**src/rtl/logo_bounce_gen.sv**
```systemverilog
// Pixel-colour stage: draws a 4-tile bouncing logo and re-times syncs to match registered RGB.
// Latency: RGB and syncs for a pixel appear one pix_clk enable after pix_x/pix_y/syncs are presented.
// Backpressure: none; the stage follows the timing generator and updates only on pix_clk cycles.
module logo_bounce_gen #(
    parameter int H_ACTIVE = 640,
    parameter int V_ACTIVE = 480,
    parameter int X0       = 255,
    parameter int Y0       = 40,
    parameter int STEP     = 2
) (
    input  logic       clk,
    input  logic       rst,
    input  logic       pix_clk,
    input  logic       enable,
    input  logic [9:0] pix_x,
    input  logic [8:0] pix_y,
    input  logic       h_sync_in,
    input  logic       v_sync_in,
    output logic       r_out,
    output logic       g_out,
    output logic       b_out,
    output logic       h_sync,
    output logic       v_sync
);

    localparam int LOGO_W   = 130;
    localparam int TILE_W   = 50;
    localparam int TILE_OFF = 80;

    typedef enum logic [1:0] {C0, C1, C2, C3} cstate_t;

    // Motion / colour state. dir bit: 0 = right/down, 1 = left/up.
    logic [9:0] org_x_q, org_x_d;
    logic [9:0] org_y_q, org_y_d;
    logic       dir_x_q, dir_x_d;
    logic       dir_y_q, dir_y_d;
    cstate_t    cstate_q, cstate_d;
    logic       vs_prev_q;

    logic        bounce_x, bounce_y;
    logic        frame_tick;
    logic [10:0] sum_x, sum_y;

    // Pixel path
    logic [9:0] pix_y_w;
    logic [9:0] rx, ry;
    logic       in_x, in_y;
    logic       col0, col1, row0, row1;
    logic       lit, blank;
    logic [1:0] tile_id, pal_idx;
    logic [2:0] rgb_d;

    assign frame_tick = vs_prev_q && !v_sync_in;

    // Right/down bound is checked on the would-be right/bottom edge in 11 bits so it never wraps.
    assign sum_x = {1'b0, org_x_q} + 11'(STEP) + 11'(LOGO_W);
    assign sum_y = {1'b0, org_y_q} + 11'(STEP) + 11'(LOGO_W);

    // Next origin and direction for each axis; clamped to the edge on a bounce.
    always_comb begin
        org_x_d  = org_x_q;
        dir_x_d  = dir_x_q;
        bounce_x = 1'b0;
        if (!dir_x_q) begin
            if (sum_x > 11'(H_ACTIVE)) begin
                org_x_d  = 10'(H_ACTIVE - LOGO_W);
                dir_x_d  = 1'b1;
                bounce_x = 1'b1;
            end else begin
                org_x_d = org_x_q + 10'(STEP);
            end
        end else if (org_x_q < 10'(STEP)) begin
            org_x_d  = 10'd0;
            dir_x_d  = 1'b0;
            bounce_x = 1'b1;
        end else begin
            org_x_d = org_x_q - 10'(STEP);
        end

        org_y_d  = org_y_q;
        dir_y_d  = dir_y_q;
        bounce_y = 1'b0;
        if (!dir_y_q) begin
            if (sum_y > 11'(V_ACTIVE)) begin
                org_y_d  = 10'(V_ACTIVE - LOGO_W);
                dir_y_d  = 1'b1;
                bounce_y = 1'b1;
            end else begin
                org_y_d = org_y_q + 10'(STEP);
            end
        end else if (org_y_q < 10'(STEP)) begin
            org_y_d  = 10'd0;
            dir_y_d  = 1'b0;
            bounce_y = 1'b1;
        end else begin
            org_y_d = org_y_q - 10'(STEP);
        end

        // A corner hit still advances the palette only once.
        cstate_d = (bounce_x || bounce_y) ? cstate_t'(cstate_q + 2'd1) : cstate_q;
    end

    // Origin/colour FSM: moves only on a vsync falling edge, which lands inside vertical blank.
    always_ff @(posedge clk or negedge rst) begin
        if (!rst) begin
            org_x_q   <= 10'(X0);
            org_y_q   <= 10'(Y0);
            dir_x_q   <= 1'b0;
            dir_y_q   <= 1'b0;
            cstate_q  <= C0;
            vs_prev_q <= 1'b1;
        end else if (pix_clk) begin
            vs_prev_q <= v_sync_in;
            if (frame_tick && enable) begin
                org_x_q  <= org_x_d;
                org_y_q  <= org_y_d;
                dir_x_q  <= dir_x_d;
                dir_y_q  <= dir_y_d;
                cstate_q <= cstate_d;
            end
        end
    end

    // Tile hit test relative to the origin; interiors are strict so tile borders stay dark.
    assign pix_y_w = {1'b0, pix_y};
    assign rx      = pix_x - org_x_q;
    assign ry      = pix_y_w - org_y_q;
    assign in_x    = pix_x >= org_x_q;
    assign in_y    = pix_y_w >= org_y_q;
    assign col0    = in_x && (rx > 10'd0) && (rx < 10'(TILE_W));
    assign col1    = in_x && (rx > 10'(TILE_OFF)) && (rx < 10'(TILE_OFF + TILE_W));
    assign row0    = in_y && (ry > 10'd0) && (ry < 10'(TILE_W));
    assign row1    = in_y && (ry > 10'(TILE_OFF)) && (ry < 10'(TILE_OFF + TILE_W));
    assign lit     = (col0 || col1) && (row0 || row1);
    assign blank   = (pix_x >= 10'(H_ACTIVE)) || (pix_y_w >= 10'(V_ACTIVE));
    assign tile_id = {row1, col1};
    assign pal_idx = tile_id + cstate_q;

    // Palette lookup with blanking override.
    always_comb begin
        rgb_d = 3'b000;
        if (lit && !blank) begin
            case (pal_idx)
                2'd0:    rgb_d = 3'b100;
                2'd1:    rgb_d = 3'b010;
                2'd2:    rgb_d = 3'b001;
                default: rgb_d = 3'b110;
            endcase
        end
    end

    // Output register: colour and syncs share one pixel of delay so they stay aligned.
    always_ff @(posedge clk or negedge rst) begin
        if (!rst) begin
            r_out  <= 1'b0;
            g_out  <= 1'b0;
            b_out  <= 1'b0;
            h_sync <= 1'b1;
            v_sync <= 1'b1;
        end else if (pix_clk) begin
            {r_out, g_out, b_out} <= rgb_d;
            h_sync <= h_sync_in;
            v_sync <= v_sync_in;
        end
    end

endmodule

```
**config.mk**
```make
export PLATFORM = sky130hd
export DESIGN_NAME = logo_bounce_gen
export DESIGN_NICKNAME = d
export VERILOG_FILES = /design/src/rtl/logo_bounce_gen.sv
export SDC_FILE = /design/constraint.sdc
export NUM_CORES = 1
export LEC_CHECK = 0
export CORE_UTILIZATION = 53
export DETAILED_ROUTE_END_ITERATION = 12
export PLACE_DENSITY = 0.86
export SLEW_MARGIN = 25
export SYNTH_ARGS = -nofsm -noshare
export SYNTH_HDL_FRONTEND = slang
export SYNTH_SLANG_ARGS = --single-unit
```
**constraint.sdc**
```tcl
create_clock -name clk -period 3 [get_ports clk]
set_clock_uncertainty 0.2 [all_clocks]
set_input_delay 0.6 -clock clk [delete_from_list [all_inputs] [get_ports clk]]
set_output_delay 0.6 -clock clk [all_outputs]
set_load 0.01 [all_outputs]
```
=== Word level (Yosys, flattened, before mapping) ===
Cells that the tools add are included.

* Output and inout port bits: 5
* Word-level logic and storage cells: 79
* Bits in registers: 29

* Eq/ne operators: 2
* $add $sub $neg: 12
* Mux-type cells: 18
* Reduce and logical (&&, ||, !) cells: 21
* Order comparisons: 16

{| class="wikitable"
|+ Operators by type and width
! operator !! count
|-
| 10-bit 2-to-1 mux || 6
|-
| 10-bit by 2-bit adder with 11-bit output (second input constant) || 2
|-
| 11-bit by 8-bit adder with 11-bit output (second input constant) || 2
|-
| 10-bit by 2-bit adder with 10-bit output (second input constant) || 2
|-
| 10-bit by 1-bit greater-than comparator with 1-bit output (second input constant) || 2
|-
| 10-bit by 7-bit greater-than comparator with 1-bit output (second input constant) || 2
|-
| 10-bit by 2-bit less-than comparator with 1-bit output (second input constant) || 2
|-
| 10-bit by 6-bit less-than comparator with 1-bit output (second input constant) || 2
|-
| 10-bit by 8-bit less-than comparator with 1-bit output (second input constant) || 2
|-
| 10-bit by 2-bit subtractor with 10-bit output (second input constant) || 2
|-
| 1-bit logical AND || 12
|-
| 11-bit by 10-bit greater-than comparator with 1-bit output (second input constant) || 1
|-
| 11-bit by 9-bit greater-than comparator with 1-bit output (second input constant) || 1
|-
| 10-bit greater-or-equal comparator || 1
|-
| 10-bit greater-or-equal comparator (second input constant) || 1
|-
| 9-bit by 10-bit greater-or-equal comparator with 1-bit output || 1
|-
| 1-bit 2-to-1 mux || 10
|-
| 10-bit subtractor || 1
|-
| 9-bit by 10-bit subtractor with 10-bit output || 1
|-
| 9-bit greater-or-equal comparator (second input constant) || 1
|-
| 3-bit one-hot mux with 3 select lines || 1
|-
| 1-bit logical OR || 4
|-
| 3-bit 2-to-1 mux || 1
|-
| 3-bit AND reduction || 1
|-
| 7 further kinds || 8
|}

=== Logic depth before layout (Yosys ltp) ===
* Depth after elaboration: 8
* Mapped depth: 17
* Mapped depth without buffers: 17

=== Worst setup path before layout ===
Ideal clock, no wire load.

* Path kind: input port to flip-flop
* From: input port pix_x[0]
* To: register r_out
* Path buffers: 0
* Required time: 2.699 ns
* Path slack: -0.446 ns
* Cell stages on the path: 17
* Arrival time: 3.145 ns
* Cells stage by stage: inv_1 > ha_1 > inv_1 > fa_1 > xor2_1 > nor3b_1 > mux2_2 > and2_1 > o21ai_0 > nand3_1 > a21boi_0 > ha_1 > xnor2_1 > xnor2_1 > ha_1 > nand2_1 > o32ai_1

* Cells in the longest elaborated chain, start to end: 8

{| class="wikitable"
|+ Ends and longest elaborated chain
! item !! line !! text
|-
| start: declaration || 15 || <nowiki>input logic [9:0] pix_x,</nowiki>
|-
| 10-bit subtractor || 126 || <nowiki>assign rx = pix_x - org_x_q;</nowiki>
|-
| 10-bit by 7-bit greater-than comparator with 1-bit output / 10-bit by 1-bit greater-than comparator with 1-bit output (equally long branches) || 131, 130 ||
|-
| 1-bit logical AND (on tied branches) (2 in a row) || 131, 130 ||
|-
| 2-bit adder / 1-bit logical OR (equally long branches) || 137, 134 ||
|-
| 2-bit equality test, or another cell as far along || 143 || <nowiki>case (pal_idx)</nowiki>
|-
| 3-bit one-hot mux with 3 select lines / 1-bit logical AND (equally long branches) || 143, 142 ||
|-
| 3-bit 2-to-1 mux (*) || 142 || <nowiki>if (lit && !blank) begin</nowiki>
|-
| end signal: assignment || 161 || <nowiki>{r_out, g_out, b_out} <= rgb_d;</nowiki>
|-
| end: declaration || 19 || <nowiki>output logic r_out,</nowiki>
|}

Every way passes the cells marked *; elsewhere a longest branch is shown, timed or not.
A chain may end at the register's enable or synchronous reset.

=== Worst setup path in the final report ===
* From: input port pix_x[3]
* To: register r_out

Same word-level chain as after synthesis.

==> results by group <==
Global route
  • First-pass GRT wire length: roughly 16000 um
  • Largest net degree at the start of global routing: 29
  • Global-route total usage across every layer: 0.326
  • Via count of the first global-routing pass: around 3600
  • Number of antenna violations at the first check in global routing: 0
  • Grt ovf: 0

CTS
  • Clock tree from TritonCTS: done
  • CTS Root Cell: sky130_fd_sc_hd__clkbuf_8
  • Clk slew on worst S/H paths: approximately 0.10 ns
  • Number of hold buffers added after CTS: 0
  • Number of H-tree levels: 1
  • Number of sinks on the clock net: 28
  • Clock buffers created by TritonCTS: 3
  • Max clock buf depth: 2
  • Latest clock arrival within the worst-skew pair: 0.29 ns

STA
  • Setup total negative slack: -1.40 ns
  • Clock period minus final worst setup slack: approximately 3.6 ns
  • Transition time of the tightest slew-check pin: 0.806 ns
  • Setup violation total in the final timing report: 3
  • Top achievable clock speed: 0.276 GHz
  • Final period util: 1.21
  • Worst slew margin relative to its limit: 0.457
  • Fin worst setup slack: -0.627 ns
  • Total count of hold-check failures in the final report: 0
  • RSZ-0062 raised after global routing: true
  • Max Transition Viols Final: 0

Synthesis
  • Library cell with the largest summed area after synthesis: sky130_fd_sc_hd__dfrtp_1
  • Number of distinct library cells after synthesis: 74
  • Largest cells by area after synthesis: sky130_fd_sc_hd__dfrtp_1, sky130_fd_sc_hd__dfstp_2, sky130_fd_sc_hd__ha_1
  • Warning count from the yosys run: 0
  • Synthesized instance count: just over 400
  • Commonest register cell after synthesis: sky130_fd_sc_hd__dfrtp_1
  • Synthesized area divided by synthesized cell count: between 7 and 8 um2
  • Nets in the synthesized netlist: roughly 460
  • Cell area after synthesis: 3210 um2
  • Share of the yosys chip area belonging to registers: 0.223
  • FF+latch count, synth: 28
  • Area share of the leading cell type in the synthesized netlist: 0.125
  • Async set or reset register ratio after synthesis: 1.00
  • Count of flip-flops with a built-in enable after synthesis: 0

Placement
  • Pre-CTS WS: -1.14 ns
  • Total half-perimeter wirelength after legalization and detailed placement: 7220 um
  • RePlAce Congestion: between 0.9 and 1
  • Dpl cells: about 570
  • Count of buffers inserted at the top-level ports: 29

Floorplan
  • Initial Utilization: 0.565
  • Core area: about 5700 um2
  • Horizontal die dimension: about 80 um
  • I/O Pins: 30
  • Die area: ~6400 um2
  • Chip height: roughly 80 um
  • Standard-cell row count: 27

Cells and area
  • Combined area of the multi-input logic cells: 2520 um2
  • Storage cell area: between 700 and 800 um2
  • Number of filler cells placed in the layout: 332
  • Signed area change from the synthesized netlist to the final layout: 38.7%
  • Flip-flop count of the largest register, all copies and words added: 10
  • Largest registers ranked by flip-flop count: org_x_q (10), org_y_q (9), cstate_q (2)
  • Share of cells above drive strength 1: 0.317
  • Number of nets in the layout: 560
  • Non-filler cells in the finished layout: 580
  • Number of antenna diodes: 0
  • Register with the highest flop count: org_x_q

Status
  • Violated checks: negative setup slack
  • Result of the run: finished with violations

Worst setup path
  • Data required time at the worst endpoint: 2.99 ns
  • Path type of the worst setup path: primary input to flip-flop
  • CP Max Fanout: 6
  • Endpoint kind of the worst setup timing path: flip-flop
  • Data arrival time of the worst path: roughly 3.6 ns
  • Element type at the critical path start: primary input

Flow run
  • Max-cap viol count: 0

Worst hold path
  • Class of the tightest hold or removal check: flip-flop to flip-flop

Drt
  • Per-cell routed wire length: between 15 and 20 um
  • Via density: between 6 and 7
  • Routed wire length: between 10000 and 15000 um
  • First-pass detailed-route iteration total: 7
  • DRC viols: 0
  • Via count of the routed design: about 3900
  • Remaining antenna violation count after routing: 0
  • Number of DRC markers after the initial detailed-route iteration: ~360

Power and ir drop
  • IR Drop Worst-Case VDD: slightly below 0.6 mV
  • Cell leakage power: ~1.8 nW
  • Power Dens Cells: about 860 nW/um2
layer usage:
layer  global-route usage  up-vias  wire length, um
li1                     -     1737                -
met1                0.397     1821             4320
met2                0.573      301             5370
met3               0.0526       75              987
met4                0.123        0              421
met5                    0        -                0
critical path, stage by stage:
cell	delay (ns)
sky130_fd_sc_hd__clkdlybuf4s50_1	0.49
sky130_fd_sc_hd__ha_2	0.32
sky130_fd_sc_hd__and3_1	0.24
sky130_fd_sc_hd__a22oi_1	0.23
sky130_fd_sc_hd__a21oi_1	0.17
sky130_fd_sc_hd__nor3_1	0.24
sky130_fd_sc_hd__a31o_2	0.16
sky130_fd_sc_hd__a21boi_1	0.18
sky130_fd_sc_hd__ha_2	0.21
sky130_fd_sc_hd__xnor2_2	0.12
sky130_fd_sc_hd__xnor2_1	0.09
sky130_fd_sc_hd__ha_2	0.32
sky130_fd_sc_hd__nand2_1	0.05
sky130_fd_sc_hd__o32ai_1	0.21
final timing paths:
path,startpoint,endpoint,slack (ns),cells after the start
max,pix_x[3],r_out$_DFFE_PN0P_,-0.63,14
min,cstate_q[0]$_DFFE_PN0P_,cstate_q[0]$_DFFE_PN0P_,0.34,1
max reg2reg,org_x_q[0]$_DFFE_PN1P_,r_out$_DFFE_PN0P_,-0.62,15
min reg2reg,cstate_q[0]$_DFFE_PN0P_,cstate_q[0]$_DFFE_PN0P_,0.34,1
max in group asynchronous,rst,org_x_q[2]$_DFFE_PN1P_,1.77,2
min in group asynchronous,rst,g_out$_DFFE_PN0P_,0.50,2
timing repair:
action / in CTS / in global routing
setup buffers: 3 / 1
gates resized for setup: 18 / 26
pin swaps: 8 / 8
setup endpoints to repair: 3 / 3
cloned: 0 / 0
cells by family (layout without fill, tap and decap cells):
family          after synthesis  after routing  synth area share
compound gates              143            143             0.297
fa+ha+maj                    26             26             0.106
other cells                   1              1           0.00117
flops                        28             28             0.223
mux                           5              5            0.0168
simple gates                139            139             0.236
xor+xnor                     18             18            0.0492
buf+inv                      47            148            0.0698
synthesized netlist by cell type (6+ instances only):
cell type / instances
sky130_fd_sc_hd__dfstp_2: 12
sky130_fd_sc_hd__o21ai_0: 34
sky130_fd_sc_hd__ha_1: 24
sky130_fd_sc_hd__clkbuf_1: 9
sky130_fd_sc_hd__dfrtp_1: 16
sky130_fd_sc_hd__nor3_1: 13
sky130_fd_sc_hd__or3_1: 7
sky130_fd_sc_hd__a21oi_1: 32
sky130_fd_sc_hd__xnor2_1: 14
sky130_fd_sc_hd__nor2_1: 23
sky130_fd_sc_hd__nand3_1: 16
sky130_fd_sc_hd__o22ai_1: 6
sky130_fd_sc_hd__o211ai_1: 7
sky130_fd_sc_hd__o21a_1: 6
sky130_fd_sc_hd__nand4_1: 10
sky130_fd_sc_hd__nand2_1: 26
sky130_fd_sc_hd__inv_1: 29
stage by stage:
stage	total power [mW]	hold slack, ns	utilization	instance area [um2]
floorplan	2.11	0.104	-	3270
global placement	2.97	0.297	0.732	4150
detailed placement	3.09	0.316	0.732	4150
CTS	3.50	0.334	0.761	4320
global route	4.04	0.347	0.784	4450
finish	3.82	0.344	0.784	4450
cells in the final DEF, fill, tap and decap left out, drive strengths merged, types with 16 or more instances in the layout:
cell type | Yosys | layout
inv | 29 | 29
o21ai | 36 | 36
nor2 | 25 | 25
dfrtp | 16 | 16
nand2 | 26 | 26
buf | 7 | 87
nand3 | 16 | 16
a21oi | 33 | 33
ha | 24 | 24
clkdlybuf4s50 | 0 | 24
cell type report:
cell class,count,area share
Clock buffer,3,0.00929
Clock inverter,1,0.00675
Inverter,29,0.0273
Multi-Input combinational cell,332,0.566
Sequential cell,28,0.161
Tap cell,72,0.0203
Timing Repair Buffer,115,0.209
power breakdown:
group	internal, mW	switching, mW
registers	0.502	0.0904
logic	1.37	1.54
clock network	0.179	0.136
Power figures use the tool's default switching activity.
